===== src/rtl/hsi_pkg.sv =====
// Shared constants for the gyro HSI transmit path: FSM state codes, default widths, frame length.
// Optional odd-parity bit is enabled by defining HSI_TX_PARITY_EN.
package hsi_pkg;

    localparam int unsigned DATA_W_DEF = 16;
    localparam int unsigned DIV_W_DEF  = 8;

`ifdef HSI_TX_PARITY_EN
    localparam int unsigned PAR_W = 1;
`else
    localparam int unsigned PAR_W = 0;
`endif

    localparam logic [2:0] ST_IDLE    = 3'd0;
    localparam logic [2:0] ST_LEAD    = 3'd1;
    localparam logic [2:0] ST_SHIFT_A = 3'd2;
    localparam logic [2:0] ST_SHIFT_B = 3'd3;
    localparam logic [2:0] ST_TRAIL   = 3'd4;

    // Half-periods per frame: lead + two per transmitted bit + trail.
    localparam int unsigned FRAME_HALFPERIODS = 2 * (DATA_W_DEF + PAR_W) + 2;

    function automatic int unsigned frame_cycles(input int unsigned data_w,
                                                 input int unsigned div_val);
        return (2 * (data_w + PAR_W) + 2) * (div_val + 1);
    endfunction

endpackage


===== src/rtl/hsi_tx_halfper_tick.sv =====
// Loadable half-period down-counter: tick_c pulses when the count hits 0, then reloads the latched divider.
module hsi_tx_halfper_tick
    import hsi_pkg::*;
#(
    parameter int unsigned DIV_W = DIV_W_DEF
) (
    input  logic             clock,
    input  logic             reset_n,
    input  logic             i_load,
    input  logic             i_en,
    input  logic [DIV_W-1:0] i_div,
    output logic             o_tick_c
);

    logic [DIV_W-1:0] r_div;
    logic [DIV_W-1:0] r_cnt;

    assign o_tick_c = i_en && (r_cnt == '0);

    // Reload from r_div keeps all-ones div at 2^DIV_W cycles without widening.
    always_ff @(posedge clock or negedge reset_n) begin
        if (!reset_n) begin
            r_div <= '0;
            r_cnt <= '0;
        end else if (i_load) begin
            r_div <= i_div;
            r_cnt <= i_div;
        end else if (i_en) begin
            r_cnt <= o_tick_c ? r_div : r_cnt - DIV_W'(1);
        end
    end

endmodule


===== src/rtl/hsi_tx_serializer.sv =====
// Parallel-in, MSB-first serial-out transmitter for the gyro HSI with generated ser_clk and frame strobe.
// Define HSI_TX_PARITY_EN to append an odd-parity bit after the LSB.
module hsi_tx_serializer
    import hsi_pkg::*;
#(
    parameter int unsigned DATA_W = DATA_W_DEF,
    parameter int unsigned DIV_W  = DIV_W_DEF
) (
    input  logic              clock,
    input  logic              reset_n,
    input  logic [DIV_W-1:0]  div,
    input  logic              cpol,
    input  logic              in_valid,
    input  logic [DATA_W-1:0] in_data,
    output logic              in_ready,
    output logic              busy,
    output logic              done,
    output logic              ser_clk,
    output logic              ser_data,
    output logic              ser_frame
);

    localparam int unsigned SHIFT_W = DATA_W + PAR_W;
    localparam int unsigned BIT_W   = $clog2(SHIFT_W + 1);

    logic [2:0]         r_state;
    logic [SHIFT_W-1:0] r_shift;
    logic [BIT_W-1:0]   r_bit_cnt;
    logic               r_cpol;

    logic               r_ser_clk;
    logic               r_ser_data;
    logic               r_ser_frame;
    logic               r_done;
    logic               r_in_ready;
    logic               r_busy;

    logic [2:0]         w_state_nxt;
    logic [SHIFT_W-1:0] w_shift_nxt;
    logic [BIT_W-1:0]   w_bit_nxt;
    logic               w_cpol_nxt;
    logic               w_clk_nxt;
    logic               w_data_nxt;
    logic               w_frame_nxt;
    logic               w_done_nxt;
    logic               w_accept;
    logic               w_tick;
    logic [SHIFT_W-1:0] w_load_word;

`ifdef HSI_TX_PARITY_EN
    assign w_load_word = {in_data, ~^in_data};
`else
    assign w_load_word = in_data;
`endif

    assign w_accept = in_valid && (r_state == ST_IDLE);

    hsi_tx_halfper_tick #(
        .DIV_W (DIV_W)
    ) u_tick (
        .clock    (clock),
        .reset_n  (reset_n),
        .i_load   (w_accept),
        .i_en     (r_state != ST_IDLE),
        .i_div    (div),
        .o_tick_c (w_tick)
    );

    // Next state, datapath and next registered output values.
    always_comb begin
        w_state_nxt = r_state;
        w_shift_nxt = r_shift;
        w_bit_nxt   = r_bit_cnt;
        w_cpol_nxt  = r_cpol;
        w_clk_nxt   = 1'b0;
        w_data_nxt  = 1'b0;
        w_frame_nxt = 1'b0;
        w_done_nxt  = 1'b0;

        case (r_state)
            ST_IDLE: begin
                if (in_valid) begin
                    w_state_nxt = ST_LEAD;
                    w_shift_nxt = w_load_word;
                    w_bit_nxt   = BIT_W'(SHIFT_W);
                    w_cpol_nxt  = cpol;
                end
            end
            ST_LEAD: begin
                if (w_tick) w_state_nxt = ST_SHIFT_A;
            end
            ST_SHIFT_A: begin
                if (w_tick) w_state_nxt = ST_SHIFT_B;
            end
            ST_SHIFT_B: begin
                if (w_tick) begin
                    w_shift_nxt = {r_shift[SHIFT_W-2:0], 1'b0};
                    w_bit_nxt   = r_bit_cnt - BIT_W'(1);
                    w_state_nxt = (r_bit_cnt == BIT_W'(1)) ? ST_TRAIL : ST_SHIFT_A;
                end
            end
            ST_TRAIL: begin
                if (w_tick) w_state_nxt = ST_IDLE;
            end
            default: w_state_nxt = ST_IDLE;
        endcase

        w_frame_nxt = (w_state_nxt != ST_IDLE);
        w_done_nxt  = (r_state == ST_TRAIL) && w_tick;
        if ((w_state_nxt == ST_SHIFT_A) || (w_state_nxt == ST_SHIFT_B))
            w_data_nxt = w_shift_nxt[SHIFT_W-1];
        if (w_state_nxt == ST_IDLE)
            w_clk_nxt = cpol;
        else if (w_state_nxt == ST_SHIFT_B)
            w_clk_nxt = ~w_cpol_nxt;
        else
            w_clk_nxt = w_cpol_nxt;
    end

    always_ff @(posedge clock or negedge reset_n) begin
        if (!reset_n) begin
            r_state   <= ST_IDLE;
            r_shift   <= '0;
            r_bit_cnt <= '0;
            r_cpol    <= 1'b0;
        end else begin
            r_state   <= w_state_nxt;
            r_shift   <= w_shift_nxt;
            r_bit_cnt <= w_bit_nxt;
            r_cpol    <= w_cpol_nxt;
        end
    end

    // Output registers, so pads see glitch-free levels aligned to state changes.
    always_ff @(posedge clock or negedge reset_n) begin
        if (!reset_n) begin
            r_ser_clk   <= 1'b0;
            r_ser_data  <= 1'b0;
            r_ser_frame <= 1'b0;
            r_done      <= 1'b0;
            r_in_ready  <= 1'b1;
            r_busy      <= 1'b0;
        end else begin
            r_ser_clk   <= w_clk_nxt;
            r_ser_data  <= w_data_nxt;
            r_ser_frame <= w_frame_nxt;
            r_done      <= w_done_nxt;
            r_in_ready  <= (w_state_nxt == ST_IDLE);
            r_busy      <= (w_state_nxt != ST_IDLE);
        end
    end

    assign ser_clk   = r_ser_clk;
    assign ser_data  = r_ser_data;
    assign ser_frame = r_ser_frame;
    assign done      = r_done;
    assign in_ready  = r_in_ready;
    assign busy      = r_busy;

endmodule


===== config.mk =====
export PLATFORM = sky130hd
export DESIGN_NAME = hsi_tx_serializer
export DESIGN_NICKNAME = d
export VERILOG_FILES = /design/src/rtl/hsi_pkg.sv /design/src/rtl/hsi_tx_halfper_tick.sv /design/src/rtl/hsi_tx_serializer.sv
export SDC_FILE = /design/constraint.sdc
export NUM_CORES = 1
export LEC_CHECK = 0
export CORE_ASPECT_RATIO = 0.8
export CORE_UTILIZATION = 48
export CTS_CLUSTER_DIAMETER = 120
export DETAILED_ROUTE_END_ITERATION = 8
export PLACE_DENSITY = 0.75
export SYNTH_ARGS = -nofsm -noshare
export SYNTH_HDL_FRONTEND = slang
export SYNTH_SLANG_ARGS = --single-unit

===== constraint.sdc =====
create_clock -name clock -period 2.6 [get_ports clock]
set_input_delay 0.39 -clock clock [delete_from_list [all_inputs] [get_ports clock]]
set_output_delay 0.39 -clock clock [all_outputs]
set_load 0.05 [all_outputs]

# Word level (Yosys, flattened, before mapping)
# Index checks and enable logic that the tools add are counted.
[word_totals]
register_bits = 46
input_bits = 28
out_inout_bits = 6
[op_classes]
n_addsub = 2
eq_ne = 9
muxes = 21
n_bitwise = 1
n_reduce_logical = 12
[ops]
columns = ["cell", "n"]
rows = [
  ["$mux 16", 2],
  ["$pmux 16 s2", 1],
  ["$mux 8", 3],
  ["$mux 3", 6],
  ["$pmux 3 s5", 1],
  ["$eq 3x2->1 const B", 4],
  ["$mux 5", 2],
  ["$pmux 5 s2", 1],
  ["$logic_not 8->1", 1],
  ["$sub 8x1->8 const B", 1],
  ["$logic_not 3->1", 2],
  ["$reduce_bool 3->1", 2],
  ["$eq 5x1->1 const B", 1],
  ["$mux 1", 5],
  ["$sub 5x1->5 const B", 1],
  ["$reduce_bool 2->1", 2],
  ["$eq 3x1->1 const B", 1],
  ["$eq 3x3->1 const B", 1],
  ["$logic_and 1x1->1", 3],
  ["$reduce_and 3->1", 1],
  ["$ne 2x1->1 const B", 1],
  ["$ne 2x2->1 const B", 1],
  ["$logic_or 1x1->1", 1],
  ["$not 1->1", 1],
]

# Depth between registers and ports, before layout
[logic_depth]
ltp_word = 7
mapped_depth = 8
depth_no_buf = 7

# Cells and area by module
# From an unflattened synthesis, not the netlist that was laid out.
[unflattened]
cells_unflattened = 213
area_unflattened_um2 = 2239.6
[by_module_without_submodules]
columns = ["mod", "instances", "cells_per_inst", "area_per_inst_um2", "seq_area_each_um2"]
rows = [
  ["hsi_tx_serializer", 1, 127, 1377.6, 752.0],
  ["hsi_tx_halfper_tick", 1, 86, 862.1, 400.4],
]

# Least setup slack after synthesis
# Ideal clock, no wire load.
[synth_path]
path_kind = "reg2reg"
startpoint = "register u_tick.r_cnt[0]"
endpoint = "register r_shift[10]"
setup_ns = 0.124
arrival_time_ns = 1.918
t_required_ns = 2.476
slack_ns = 0.558
stages_incl_launch_ff = 9
synth_period_minus_slack_ns = 2.042
path_cell_list = "dfrtp_1 -> inv_1 -> ha_1 -> or3b_2 -> o32a_4 -> buf_2 -> buf_2 -> nand2_1 -> nand2_1"
[synth_via]
elab_chain_cells = 4
[synth_lines]
columns = ["element", "line", "source"]
rows = [
  ["start, declared", "hsi_tx_halfper_tick.sv:16", "logic [DIV_W-1:0] r_cnt;"],
  ["start signal, assigned", "hsi_tx_halfper_tick.sv:27", "r_cnt <= i_div;"],
  ["start signal, assigned", "hsi_tx_halfper_tick.sv:29", "r_cnt <= o_tick_c ? r_div : r_cnt - DIV_W'(1);"],
  ["$logic_not 8->1", "hsi_tx_halfper_tick.sv:18", "assign o_tick_c = i_en && (r_cnt == '0);"],
  ["$logic_and 1x1->1", "hsi_tx_halfper_tick.sv:18", ""],
  ["$ne 2x1->1 (no line)", "--", ""],
  ["$reduce_and 3->1 (no line)", "--", ""],
  ["end signal, assigned", "hsi_tx_serializer.sv:128", "r_shift <= w_shift_nxt;"],
  ["end, declared", "hsi_tx_serializer.sv:27", "logic [SHIFT_W-1:0] r_shift;"],
]
# Every way passes these cells.
# A chain may end at the register's enable or synchronous reset.

# Final worst setup path
[layout_path]
startpoint = "register u_tick.r_cnt[0]"
endpoint = "register r_ser_clk (netlist: ser_clk)"
[layout_via]
elab_chain_cells = 7
elab_cells_between_ends = 11
classes_between = "eq/ne: 1; mux: 7; reduce/logical: 3"
[layout_lines]
columns = ["element", "line", "source"]
rows = [
  ["$logic_not 8->1 *", "hsi_tx_halfper_tick.sv:18", ""],
  ["$logic_and 1x1->1 *", "hsi_tx_halfper_tick.sv:18", ""],
  ["$mux 3, on equally long branches", "--", ""],
  ["$pmux 3 s5 *", "hsi_tx_serializer.sv:80", "case (r_state)"],
  ["$eq 3x2->1", "hsi_tx_serializer.sv:114", "else if (w_state_nxt == ST_SHIFT_B)"],
  ["$mux 1", "hsi_tx_serializer.sv:114", ""],
  ["$mux 1 *", "hsi_tx_serializer.sv:112", "if (w_state_nxt == ST_IDLE)"],
  ["named net w_clk_nxt", "hsi_tx_serializer.sv:42", "logic w_clk_nxt;"],
  ["end signal, assigned", "hsi_tx_serializer.sv:144", "r_ser_clk <= w_clk_nxt;"],
  ["end, declared", "hsi_tx_serializer.sv:31", "logic r_ser_clk;"],
]
# The timed path passes the listed nets; every way through them passes the cells marked *.

==> results.md <==
- DP Wirelength: 3000 µm
- Multi-input combinational cell area: 1030 µm²
- Period utilization: roughly 90%
- Share of post-route cells with drive strength above 1: 14.7%
- Clock-pin slew on the worst setup and hold paths: about 0.080 ns
- Worst-Skew Late Latency: about 0.30 ns
- Routability Congestion: 0.819
- Avg Vias per Cell: 5.54
- Post-synth EDFFs: 0
- Register area share after synthesis: 51.1%
- Max-slew violation count: 0
- Mux cell area share after synthesis: under 10%
- Unrepaired setup endpoints after global routing: no
- Worst Hold Class: in -> async
- Clk buf depth: 2
- Top cell types by occurrence after synthesis: 45 x dfrtp_1, 39 x nand2_1, 15 x a22oi_1
- Cell taking the most area after synthesis: dfrtp_1
- Total Routed Length: 4240 µm
- Async S/R FF share, synth: 100%
- Top cells by area, synth: dfrtp_1 50%, nand2_1 6.5%, mux2_2 5.5%
- FF/Latch Area: approximately 1200 µm²
- Ant diodes: 0
- Peak supply drop: approximately 0.55 mV
- Post-synthesis compound-gate area fraction: 13.9%
- Vert. Die Dim: 63.3 µm
- Worst Slack Setup Final: 0.291 ns
- Post-synth top area share: between 40% and 50%
- WS Path Type: reg -> reg
- Met3 WL: 285 µm
- Antenna viol nets, final: 0
- Simple-gate share of the synthesized area: 16.9%
- Final global-route overflow total: 0
- Num CTS Buffers: 5
- Wl on met1: 2150 µm
- Width of the die: 78.7 µm
- # fillers: around 370
- DRT iter0 DRCs: 107
- Clock skew: 0.00555 ns
- CP endpoint kind: flip-flop
- All-Layer GR Usage: 19.6%
- Static Leak: 1.20 nW
- Met2 WL post-DR: between 1500 and 2000 µm
- Top Ports: 34
- Crit Path Max Fanout: 6
- Clock root cell: clkbuf_8
- Drt first pass iters: 4
- Largest family of logic cells by synthesized area: simple AND/OR/NAND/NOR gates
- Worst Path Required: between 2 and 3 ns
- PortBufs: 33
- Dominant synthesized flop cell: dfrtp_1
- Via count: between 1,500 and 2,000
- Setup_tns: 0 ns
- Final Hold Fails: 0
- Synth Area in XOR/XNOR: between 3 and 4%
- Initial antenna violation count: 0
- Synth-to-Final Area Change: 20.7%
- CTS tree: yes
- Slew Limit Headroom: 57.4%
- Max Clk Rate: about 430 MHz
- Number of global-route vias before repair: 1,543
- Setup-failing EPs final: 0
- DRC violations left: 0
- Worst slack at placement: 0.336 ns
- Total number of yosys warnings: 0
- Tightest Pin Transition: 0.638 ns
- Cells after synthesis: 210
- Core area: 4340 µm²
- Final Core Density: 62.8%
- PostCTS Resize Cnt: 0
- Min Tclk post-route: 2.31 ns
- Post-synth cell types: 45
- H-tree lvl count: 2
- Yosys reg bits: 46
- Max Cap Viol: 0
- Power density cells: ~930 nW/µm²
- Die area: 4980 µm²
- Post-CTS setup buffers: 0
- Outcome: finished, final reports clean
- Syn Area/Cell: 10.7 µm²
- Netlist Area Pre-Place: 2260 µm²
- First-pass GRT wire length: roughly 7400 µm
- Worst Path Arrival: 2.49 ns
- Worst setup SP type: flip-flop
- Top-count cell post-synth: dfrtp_1
- Initial Utilization: 52.1%
- Core Rows: 21
- Nets@finish: between 200 and 300
- Uppermost layer routed: met4
- Post-synthesis adder-cell area fraction: 2.22%
- Hold Buf Count CTS: 0
- Largest net degree at the start of global routing: 30
- Clock Sinks: 46
- Drt wl/cell: 14.0 µm
- Syn Nets: 242
==> where the power goes <==
part           switching, mW  leakage, nW  internal (mW)
clock network          0.237       0.0438          0.181
logic                  0.409        0.600          0.425
registers              0.254        0.558           1.03
==> critical path, cell delays in order, from the launching register on <==
cell      delay [ns]
dfrtp_1         0.41
inv_1           0.11
ha_1            0.17
nor3b_1         0.54
nand3_1         0.22
a311oi_1        0.43
mux2i_1         0.23
mux2i_1         0.08
==> cells by family (layout without fill, tap and decap cells) <==
logic type      Yosys count  in the layout
compound gates           43             43
xor+xnor                  8              8
simple gates             71             71
fa+ha+maj                 4              4
buf+inv                  18             53
flops                    46             46
mux                      20             20
==> state kept, by name, summed over array words and instances (netlist names) <==
signal / count
r_shift: 16
u_tick.r_cnt: 8
u_tick.r_div: 8
r_bit_cnt: 5
r_state: 3
busy: 1
done: 1
in_ready: 1
r_cpol: 1
ser_clk: 1
ser_data: 1
==> placed cells by master, fill, tap and decap left out, types with 2 or more instances in the layout <==
cell type,netlist,final
a211o_1,2,2
a21oi_1,3,3
a22oi_1,15,15
buf_4,1,5
clkbuf_8,0,5
clkdlybuf4s50_1,0,32
clkinv_2,0,2
dfrtp_1,45,45
ha_1,4,4
inv_1,8,8
mux2_2,11,11
mux2i_1,9,9
nand2_1,39,39
nand3_1,2,2
nor2_1,8,8
nor3b_1,2,2
nor4_1,2,2
nor4_2,2,2
o211ai_1,4,4
o21ai_0,8,8
o21ai_1,3,3
o31ai_1,2,2
or3b_2,2,2
xnor2_1,7,7
==> metrics by stage <==
| step | instances | total power [mW] | instance area, µm² | hold WS, ns |
|---|---|---|---|---|
| final | 302 | 2.54 | 2720 | 0.00354 |
| after global routing | 302 | 2.74 | 2720 | 0.0220 |
| after detailed placement | 295 | 2.13 | 2650 | 0.334 |
| after global placement | 295 | 2.10 | 2650 | 0.331 |
| after CTS | 302 | 2.55 | 2720 | 0.0155 |
| after floorplan | 210 | 1.88 | 2260 | 0.0944 |
==> path summary, 6_finish.rpt <==
kind                       cells after the start             from  slack, ns               to
min                                            1          reset_n      0.004  u_tick.r_div[1]
max reg2reg                                    7  u_tick.r_cnt[0]       0.29          ser_clk
min reg2reg                                    2      r_shift[15]       0.48      r_shift[15]
max in group asynchronous                      2          reset_n       1.86         in_ready
max                                            7  u_tick.r_cnt[0]       0.29          ser_clk
min in group clock                             2      r_shift[15]       0.48      r_shift[15]
==> cell type report <==
| class | instances | area share [%] |
|---|---|---|
| Clock inverter | 2 | 0.367 |
| Inverter | 8 | 1.10 |
| Timing Repair Buffer | 38 | 13.3 |
| Sequential cell | 46 | 42.3 |
| Multi-Input combinational cell | 146 | 37.8 |
| Tap cell | 57 | 2.62 |
| Clock buffer | 5 | 2.53 |
==> layer usage <==
metal | track usage, % | vias up
li1 | - | 813
met1 | 28.7 | 810
met2 | 28.3 | 46
met3 | 4.49 | 4
met4 | 6.71 | 0
met5 | 0 | -
(Power assumes the default switching activity.)
